[config.mk]
export PLATFORM = sky130hd
export DESIGN_NAME = rs_encode_stream_out_ctrl_multi
export DESIGN_NICKNAME = d
export VERILOG_FILES = /design/src/rtl/rs_encode_stream_out_ctrl_multi.sv
export SDC_FILE = /design/constraint.sdc
export NUM_CORES = 1
export LEC_CHECK = 0
export CAP_MARGIN = 20
export CORE_UTILIZATION = 49
export DETAILED_ROUTE_END_ITERATION = 7
export GPL_ROUTABILITY_DRIVEN = 0
export PLACE_DENSITY = 0.81
export SLEW_MARGIN = 20
export SYNTH_ARGS = -nofsm -noshare
export SYNTH_HDL_FRONTEND = slang
export SYNTH_SLANG_ARGS = --single-unit
[constraint.sdc]
create_clock -name clk -period 2.1 [get_ports clk]
set_input_delay 0.21 -clock clk [delete_from_list [all_inputs] [get_ports clk]]
set_output_delay 0.21 -clock clk [all_outputs]
set_load 0.01 [all_outputs]
[src/rtl/rs_encode_stream_out_ctrl_multi.sv]
// Output-side controller for the streaming Reed-Solomon encoder.
// Sequences data lines, then parity either interleaved or appended from memory.
module rs_encode_stream_out_ctrl_multi #(
  parameter int DATA_LINES_PER_BLOCK   = 8,
  parameter int PARITY_LINES_PER_BLOCK = 2,
  parameter int MAX_BLOCKS             = 16,
  parameter int BLOCK_CNT_W            = $clog2(MAX_BLOCKS+1),
  parameter int PARITY_ADDR_W          =
    $clog2(MAX_BLOCKS*PARITY_LINES_PER_BLOCK)
) (
  input  logic                     clk,
  input  logic                     rst,
  input  logic                     in_ctrl_out_ctrl_val,
  output logic                     out_ctrl_in_ctrl_rdy,
  input  logic [BLOCK_CNT_W-1:0]   in_ctrl_out_ctrl_num_blocks,
  input  logic                     in_ctrl_out_ctrl_interleave,
  input  logic                     line_encode_stream_encode_val,
  output logic                     stream_encode_line_encode_rdy,
  output logic                     stream_encoder_dst_resp_data_val,
  input  logic                     dst_stream_encoder_resp_data_rdy,
  output logic                     stream_encoder_dst_resp_last,
  output logic                     out_ctrl_out_datap_parity_sel,
  output logic                     parity_mem_wr_val,
  output logic [PARITY_ADDR_W-1:0] parity_mem_wr_addr,
  output logic                     parity_mem_rd_req_val,
  output logic [PARITY_ADDR_W-1:0] parity_mem_rd_req_addr,
  input  logic                     parity_mem_rd_resp_val,
  output logic                     parity_mem_rd_resp_rdy
);

  localparam int MAX_LINES =
    (DATA_LINES_PER_BLOCK > PARITY_LINES_PER_BLOCK) ?
    DATA_LINES_PER_BLOCK : PARITY_LINES_PER_BLOCK;
  localparam int LINE_W = $clog2(MAX_LINES+1);
  // One extra count so the write pointer can reach the full depth.
  localparam int ADDR_CNT_W =
    $clog2(MAX_BLOCKS*PARITY_LINES_PER_BLOCK+1);

  localparam logic [LINE_W-1:0] DATA_LAST =
    LINE_W'(DATA_LINES_PER_BLOCK-1);
  localparam logic [LINE_W-1:0] PAR_LAST =
    LINE_W'(PARITY_LINES_PER_BLOCK-1);
  localparam logic [BLOCK_CNT_W-1:0] MAX_NB =
    BLOCK_CNT_W'(MAX_BLOCKS);

  typedef enum logic [1:0] {
    READY      = 2'd0,
    DATA       = 2'd1,
    PARITY     = 2'd2,
    OUT_PARITY = 2'd3
  } state_t;

  state_t                 state_q, state_d;
  logic [LINE_W-1:0]      line_q, line_d;
  logic [BLOCK_CNT_W-1:0] blk_q, blk_d;
  logic [BLOCK_CNT_W-1:0] nb_q, nb_d;
  logic                   ilv_q, ilv_d;
  logic [ADDR_CNT_W-1:0]  wr_q, wr_d;
  logic [ADDR_CNT_W-1:0]  rd_q, rd_d;
  logic                   last_blk;
  logic                   line_hs;
  logic                   resp_hs;

  assign last_blk = (blk_q == nb_q - BLOCK_CNT_W'(1));
  assign line_hs  = line_encode_stream_encode_val
                  & dst_stream_encoder_resp_data_rdy;
  assign resp_hs  = parity_mem_rd_resp_val
                  & dst_stream_encoder_resp_data_rdy;

  // State, counters and latched request fields.
  always_ff @(posedge clk) begin
    if (rst) begin
      state_q <= READY;
      line_q  <= '0;
      blk_q   <= '0;
      nb_q    <= '0;
      ilv_q   <= 1'b0;
      wr_q    <= '0;
      rd_q    <= '0;
    end else begin
      state_q <= state_d;
      line_q  <= line_d;
      blk_q   <= blk_d;
      nb_q    <= nb_d;
      ilv_q   <= ilv_d;
      wr_q    <= wr_d;
      rd_q    <= rd_d;
    end
  end

  // Next-state, counter updates and output handshakes.
  always_comb begin
    state_d = state_q;
    line_d  = line_q;
    blk_d   = blk_q;
    nb_d    = nb_q;
    ilv_d   = ilv_q;
    wr_d    = wr_q;
    rd_d    = rd_q;

    out_ctrl_in_ctrl_rdy             = 1'b0;
    stream_encode_line_encode_rdy    = 1'b0;
    stream_encoder_dst_resp_data_val = 1'b0;
    stream_encoder_dst_resp_last     = 1'b0;
    out_ctrl_out_datap_parity_sel    = 1'b0;
    parity_mem_wr_val                = 1'b0;
    parity_mem_wr_addr               = '0;
    parity_mem_rd_req_val            = 1'b0;
    parity_mem_rd_req_addr           = '0;
    parity_mem_rd_resp_rdy           = 1'b0;

    unique case (state_q)
      READY: begin
        out_ctrl_in_ctrl_rdy = 1'b1;
        if (in_ctrl_out_ctrl_val) begin
          nb_d = (in_ctrl_out_ctrl_num_blocks == '0) ?
                 BLOCK_CNT_W'(1) : in_ctrl_out_ctrl_num_blocks;
          ilv_d   = in_ctrl_out_ctrl_interleave;
          line_d  = '0;
          blk_d   = '0;
          wr_d    = '0;
          rd_d    = '0;
          state_d = DATA;
        end
      end

      DATA: begin
        stream_encoder_dst_resp_data_val = line_encode_stream_encode_val;
        stream_encode_line_encode_rdy    = dst_stream_encoder_resp_data_rdy;
        if (line_hs) begin
          if (line_q == DATA_LAST) begin
            line_d  = '0;
            state_d = PARITY;
          end else begin
            line_d = line_q + LINE_W'(1);
          end
        end
      end

      PARITY: begin
        if (ilv_q) begin
          stream_encoder_dst_resp_data_val = line_encode_stream_encode_val;
          stream_encode_line_encode_rdy    =
            dst_stream_encoder_resp_data_rdy;
          stream_encoder_dst_resp_last     =
            line_encode_stream_encode_val & last_blk & (line_q == PAR_LAST);
          if (line_hs) begin
            if (line_q == PAR_LAST) begin
              line_d  = '0;
              blk_d   = blk_q + BLOCK_CNT_W'(1);
              state_d = last_blk ? READY : DATA;
            end else begin
              line_d = line_q + LINE_W'(1);
            end
          end
        end else begin
          stream_encode_line_encode_rdy = 1'b1;
          if (line_encode_stream_encode_val) begin
            parity_mem_wr_val  = 1'b1;
            parity_mem_wr_addr = wr_q[PARITY_ADDR_W-1:0];
            wr_d               = wr_q + ADDR_CNT_W'(1);
            if (line_q == PAR_LAST) begin
              line_d = '0;
              blk_d  = blk_q + BLOCK_CNT_W'(1);
              if (last_blk) begin
                // Memory must be write-first for the first read here.
                parity_mem_rd_req_val  = 1'b1;
                parity_mem_rd_req_addr = '0;
                rd_d                   = ADDR_CNT_W'(1);
                state_d                = OUT_PARITY;
              end else begin
                state_d = DATA;
              end
            end else begin
              line_d = line_q + LINE_W'(1);
            end
          end
        end
      end

      OUT_PARITY: begin
        out_ctrl_out_datap_parity_sel    = 1'b1;
        stream_encoder_dst_resp_data_val = parity_mem_rd_resp_val;
        parity_mem_rd_resp_rdy           = dst_stream_encoder_resp_data_rdy;
        stream_encoder_dst_resp_last     =
          parity_mem_rd_resp_val & (rd_q == wr_q);
        // Next read only after the current response drains.
        if (resp_hs) begin
          if (rd_q == wr_q) begin
            state_d = READY;
          end else begin
            parity_mem_rd_req_val  = 1'b1;
            parity_mem_rd_req_addr = rd_q[PARITY_ADDR_W-1:0];
            rd_d                   = rd_q + ADDR_CNT_W'(1);
          end
        end
      end

      default: begin
        state_d = state_t'('x);
        line_d  = 'x;
        blk_d   = 'x;
        nb_d    = 'x;
        ilv_d   = 1'bx;
        wr_d    = 'x;
        rd_d    = 'x;
        out_ctrl_in_ctrl_rdy             = 1'bx;
        stream_encode_line_encode_rdy    = 1'bx;
        stream_encoder_dst_resp_data_val = 1'bx;
        stream_encoder_dst_resp_last     = 1'bx;
        out_ctrl_out_datap_parity_sel    = 1'bx;
        parity_mem_wr_val                = 1'bx;
        parity_mem_wr_addr               = 'x;
        parity_mem_rd_req_val            = 1'bx;
        parity_mem_rd_req_addr           = 'x;
        parity_mem_rd_resp_rdy           = 1'bx;
      end
    endcase
  end

  a_nb_legal: assert property (
    @(posedge clk) disable iff (rst)
    (state_q == READY && in_ctrl_out_ctrl_val)
      |-> (in_ctrl_out_ctrl_num_blocks <= MAX_NB)
  );

endmodule

* Word-level counts from Yosys, hierarchy flattened *
Cells that the tools add are included.

word-level totals
  bits in registers = 29
  input bits = 12
  output and inout port bits = 18
  word-level logic and storage cells = 111

cells by class
  add/sub/neg operators = 5
  equal/unequal tests = 19
  muxes and demuxes = 64
  bitwise gates (word level) = 5
  reduce and logical (&&, ||, !) cells = 11

operators by type and width
  operator                                                             number
  5-bit 2-to-1 mux                                                     12
  6-bit 2-to-1 mux                                                     9
  4-bit 2-to-1 mux                                                     7
  2-bit 2-to-1 mux                                                     11
  2-bit inequality test (second input constant)                        10
  6-bit one-hot mux with 3 select lines                                1
  1-bit 2-to-1 mux                                                     16
  8-bit AND reduction                                                  2
  6-bit by 1-bit adder with 6-bit output (second input constant)       2
  4-bit one-hot mux with 3 select lines                                1
  6-bit one-hot mux with 2 select lines                                1
  5-bit one-hot mux with 2 select lines                                1
  2-bit one-hot mux with 4 select lines                                1
  4-bit AND reduction                                                  2
  6-bit equality test                                                  1
  3-bit inequality test (second input constant)                        2
  1-bit one-hot mux with 2 select lines                                3
  3-bit nonzero test                                                   2
  5-bit by 1-bit adder with 5-bit output (second input constant)       1
  1-bit AND                                                            5
  5-bit equality test                                                  1
  5-bit zero test                                                      1
  5-bit AND reduction                                                  1
  5-bit by 1-bit subtractor with 5-bit output (second input constant)  1
  other kinds (9)                                                      10

* Depth between registers and ports, before layout *
  depth in word-level cells = 7
  mapped depth = 8
  depth with buffers taken out = 7

* Worst setup path before layout *
OpenSTA, ideal clock, no wires.

  kind = register to register
  start = register state_q[0]
  end = register rd_q[1]
  arrival time = 2.002 ns
  path slack = 0.027 ns
  stages on the path, launching flop included = 9
  buffers on the path = 1
  period minus slack after synthesis = 2.073 ns
  path through = dfxtp_1 inv_1 ha_1 clkbuf_1 nor2b_1 a21oi_1 nand3_2 or4_1 a21oi_1

on the way
  cells in the longest elaborated chain, start to end = 3
  elaborated cells on any way between the ends = 13
  classes of those cells = eq/ne (9); mux (1); reduce/logical (3)

ends and longest elaborated chain
  item                                                                                 RTL line  text
  start: declaration                                                                   53        state_t state_q, state_d;
  start signal: assignment                                                             81        state_q <= state_d;
  2-bit equality test / 2-bit zero test (equally long branches)                        112       unique case (state_q)
  2-bit inequality test (no source line) / 3-bit nonzero test (equally long branches)  n/a
  8-bit AND reduction (no source line)                                                 n/a
  end signal: assignment                                                               87        rd_q <= rd_d;
  end: declaration                                                                     59        logic [ADDR_CNT_W-1:0] rd_q, rd_d;

Several ways; a longest one is shown, not always the timed one.
A chain may end at the register's enable or synchronous reset.

* Worst setup path after layout *
  start = register nb_q[0]
  end = register rd_q[2]

on the way
  cells in the longest elaborated chain, start to end = 4

ends and longest elaborated chain
  item                                         RTL line  text
  start: declaration                           56        logic [BLOCK_CNT_W-1:0] nb_q, nb_d;
  start signal: assignment                     84        nb_q <= nb_d;
  5-bit by 1-bit subtractor with 5-bit output  64        assign last_blk = (blk_q == nb_q - BLOCK_CNT_W'(1));
  5-bit equality test                          64
  2-bit inequality test (no source line)       n/a
  8-bit AND reduction (no source line)         n/a

No other way between the ends.

==> metrics list <==
- Outcome: finished with violations
* Violated checks: setup timing
* Remaining global-route overflow: 0
- The number of antenna violations at the first check in global routing was 0.
- Synthesized instance count: 248
- The number of global-route vias before repair came to 1,963.
* Later-pin clock latency in the skew report: 0.29 ns
- The first global-routing pass estimated 9100 µm of wire.
- Fill cells in the final layout number 238.
* Total Nets Final: 355
- Post-route worst hold slack: 0.473 ns
- Counting distinct cell types in the post-synthesis netlist gives 47.
- Sequential element share of the synthesized area: 29.4%
- WP buf/inv: 4
- TritonCTS built the clock tree.
- The die covers 0.00429 mm².
- Among the stages of the critical path, the cell type that occurs most often is sky130_fd_sc_hd__buf_4.
- STA classifies the critical path endpoint as a flip-flop.
* Ratio of cells with drive above 1 in the final layout: 33.9%
- Routed length per instance: 15.8 µm
- Count of final hold-check violations: 0
- Headroom to the max-slew limit came out at 55.2%.
- The worst-case IR drop observed on VDD is 642 µV.
- Clock tree synthesis selected as its root buffer the cell sky130_fd_sc_hd__clkbuf_8.
* Worst setup skew after layout: 0.00904 ns
- Power per cell area: 881 mW/mm²
* # diodes: 0
- Area of combinational cells with multiple inputs: 0.00152 mm²
- Of all nets on the critical path, the largest fanout is 3.
- Cell family with the largest share of critical-path delay: buffers and inverters
- First-pass detailed-route iteration total: 4
* Max-slew violation count: 0
- Based on the critical path, the design can be clocked at up to 450 MHz.
* Number of clock buffers inserted by TritonCTS: 5
* Ratio of final minimum period to clock period: 106%
- Transition at the pin with the smallest max-transition slack: 0.669 ns
* Quantity of I/O buffers inserted on ports: 29
- Flop and latch count out of synthesis: 29
- From left edge to right edge, the die measures 65.5 µm.
- Crit path cell chain: inv_2 > ha_4 > xor2_4 > nand3_4 > buf_6 > o31ai_4 > buf_4 > nand4_1 > buf_4 > o41ai_2
* Max incr delay on CP: 0.34 ns
- Across all register-to-register paths, the minimum setup slack is -0.12 ns.
* Largest net degree at the start of global routing: 13
* LEAKAGE: 1.30 nW
- Setup violations remaining at the end of the flow were counted as 3.
- Clock-pin slew was measured on the worst setup and hold paths at 0.07 ns.
* Flip-flop cell with the highest count after synthesis: sky130_fd_sc_hd__dfxtp_1
- Slack of the critical path: -0.121 ns
- Syn-to-layout area delta: 52.8%
- The initial utilization of the core area, before any placement, comes to 52.4%.
- During synthesis, Yosys emitted a total of 0 warnings.
- Core Region: 0.00377 mm²
* Wire length reported by the detailed router: 6020 µm
- Overall via count from detail_route: 2,194
- The tightest min-delay check is of the input pin to flip-flop type.
- Post-route DRC: 0
* First-iteration detailed-routing DRC count: 141
* Total routing resource utilization after global routing: 28.2%
- Final period demand of the worst path: 2.22 ns
- From bottom edge to top edge, the die measures 65.5 µm.
- Hold_buf cts: 0
- During I/O placement, the number of pins put on the boundary was 30.
- Number of cell rows: 22
- Setup crit start kind: flip-flop
* Post-synthesis net count: 271
- The critical path in this run is classified as flip-flop to flip-flop.
- Counting tap cells, the placed design contains a total of 366 instances.
* CTS H-Tree Depth: 2
- HPWL reported at the end of detailed placement: 3950 µm
- By area the synthesized netlist is led by sky130_fd_sc_hd__dfxtp_1 (29%), sky130_fd_sc_hd__ha_1 (7.0%), sky130_fd_sc_hd__xnor2_1 (5.8%).
- Slowest cell on the critical path: sky130_fd_sc_hd__dfxtp_2
* Total standard cell area after synthesis: 0.00198 mm²
* Post-Syn Area per Cell: 7.97 µm²
* Crit path arrival time: 2.40 ns
- Once layout is complete, the cells apart from fillers number 381.
- The sequential cells in the finished layout cover a total of 592 µm².
- Data on the critical path is required at its endpoint by 2.27 ns.
* Number of enable-type register cells in the synthesized netlist: 0
- Max cap viols: 0
- Unrepaired setup endpoints after global routing: true
- Proportion of synthesized flip-flops having asynchronous set or reset: 0%
- The tree built by TritonCTS fans out to 29 sinks.
- The count of nets left with antenna violations once routing finished came out at 0.
* Top-area cell type share of the netlist area: 29.4%
* Vias per Instance: 5.76
* Most area-hungry cell type in the Yosys netlist: sky130_fd_sc_hd__dfxtp_1
- CTS max path bufs: 2
==> synthesized netlist by cell type, drive strengths merged, types with 5 or more instances <==
cell type and n:
nand3 8, and2 13, xnor2 13, inv 12, clkbuf 6, o21ai 7, nor4 8, dfxtp 29
ha 11, nor3 7, nor2 19, nand2 27, nand4 5, xor2 8, o41ai 5, a21oi 19
==> where the power goes <==
part | internal, mW | switching, mW | leakage, nW | total (mW)
sequential | 0.599 | 0.0521 | 0.239 | 0.651
clock | 0.265 | 0.229 | 0.0512 | 0.494
combinational | 0.688 | 0.828 | 1.01 | 1.52
==> layout by cell type (no fill, tap or decap), types with 3 or more instances in the layout <==
cell type,netlist,routed
sky130_fd_sc_hd__clkdlybuf4s50_1,0,15
sky130_fd_sc_hd__o21ai_0,6,6
sky130_fd_sc_hd__dfxtp_2,0,9
sky130_fd_sc_hd__nor3b_1,4,3
sky130_fd_sc_hd__nor2_1,19,18
sky130_fd_sc_hd__dfxtp_1,29,20
sky130_fd_sc_hd__clkbuf_8,0,6
sky130_fd_sc_hd__dlymetal6s2s_1,0,6
sky130_fd_sc_hd__xor2_1,8,3
sky130_fd_sc_hd__o41ai_2,0,3
sky130_fd_sc_hd__xor2_2,0,4
sky130_fd_sc_hd__ha_1,11,7
sky130_fd_sc_hd__and2_1,13,13
sky130_fd_sc_hd__a21oi_1,19,17
sky130_fd_sc_hd__nand3_1,7,6
sky130_fd_sc_hd__clkbuf_2,0,3
sky130_fd_sc_hd__a22oi_1,3,3
sky130_fd_sc_hd__buf_4,0,52
sky130_fd_sc_hd__nor3_1,7,5
sky130_fd_sc_hd__nand2b_1,4,4
sky130_fd_sc_hd__nand2_1,27,26
sky130_fd_sc_hd__xnor2_1,13,11
sky130_fd_sc_hd__nor4_1,8,8
sky130_fd_sc_hd__inv_2,0,3
sky130_fd_sc_hd__inv_1,12,9
sky130_fd_sc_hd__nand4_1,5,5
==> what timing repair did <==
| item | 4_1_cts | 5_1_grt |
|---|---|---|
| endpoints found under the setup margin | 16 | 19 |
| buffers inserted | 3 | 4 |
| pin swaps | 5 | 10 |
| resized for setup | 36 | 41 |
==> metal layers <==
metal / global-route usage (%) / wire (µm)
met1: 33.8 / 2430
met2: 47.7 / 2920
met3: 5.38 / 327
met4: 14.4 / 344
met5: 0 / 0
==> kinds of logic (layout without fill, tap and decap cells) <==
logic type | Yosys count | in the layout | synth area share (%)
buffers and inverters | 18 | 103 | 3.42
adders and majority gates | 11 | 11 | 6.96
xor gates and xnor gates | 22 | 22 | 10.4
and+or+nand+nor | 110 | 110 | 29.6
muxes | 1 | 1 | 0.506
DFF | 29 | 29 | 29.4
AOI/OAI and AO/OA | 57 | 57 | 19.7
==> stage by stage <==
| step | area (µm²) | utilization (%) | setup TNS [ns] | setup WS, ns | total power [mW] |
|---|---|---|---|---|---|
| after CTS | 2860 | 75.7 | 0 | 0.00726 | 2.49 |
| after global routing | 3020 | 80.1 | -0.631 | -0.223 | 2.82 |
| after global placement | 2670 | 70.8 | -0.270 | -0.162 | 1.85 |
| after detailed placement | 2670 | 70.8 | -0.705 | -0.232 | 1.88 |
| after floorplan | 1980 | - | 0 | 0.0271 | 1.37 |
| final | 3020 | 80.1 | -0.224 | -0.121 | 2.66 |
==> cell type report <==
cell class	count	area share, %
Inverter	12	1.49
Timing Repair Buffer	83	23.4
Clock inverter	2	0.456
Clock buffer	6	2.73
Multi-Input combinational cell	201	50.3
Sequential cell	29	19.6
Tap cell	48	1.99
==> tightest hold or removal path, stage by stage <==
cell,delay (ns)
sky130_fd_sc_hd__clkdlybuf4s50_1,0.39
sky130_fd_sc_hd__nand2_1,0.06
sky130_fd_sc_hd__a21oi_1,0.05
==> final timing paths <==
| path | endpoint | from | cells after the start |
|---|---|---|---|
| worst min-delay path | ilv_q | in_ctrl_out_ctrl_interleave | 3 |
| worst max register to register | rd_q[2] | nb_q[0] | 10 |
| worst min register to register | nb_q[4] | nb_q[4] | 2 |
| worst max-delay path | rd_q[2] | nb_q[0] | 10 |
==> sequential cells by signal, indices dropped and copies added (netlist names) <==
signal and flops:
line_q 4, nb_q 5, rd_q 6, blk_q 5, state_q 2, wr_q 6
ilv_q 1
Note: power is estimated with default switching activity, not from simulation.
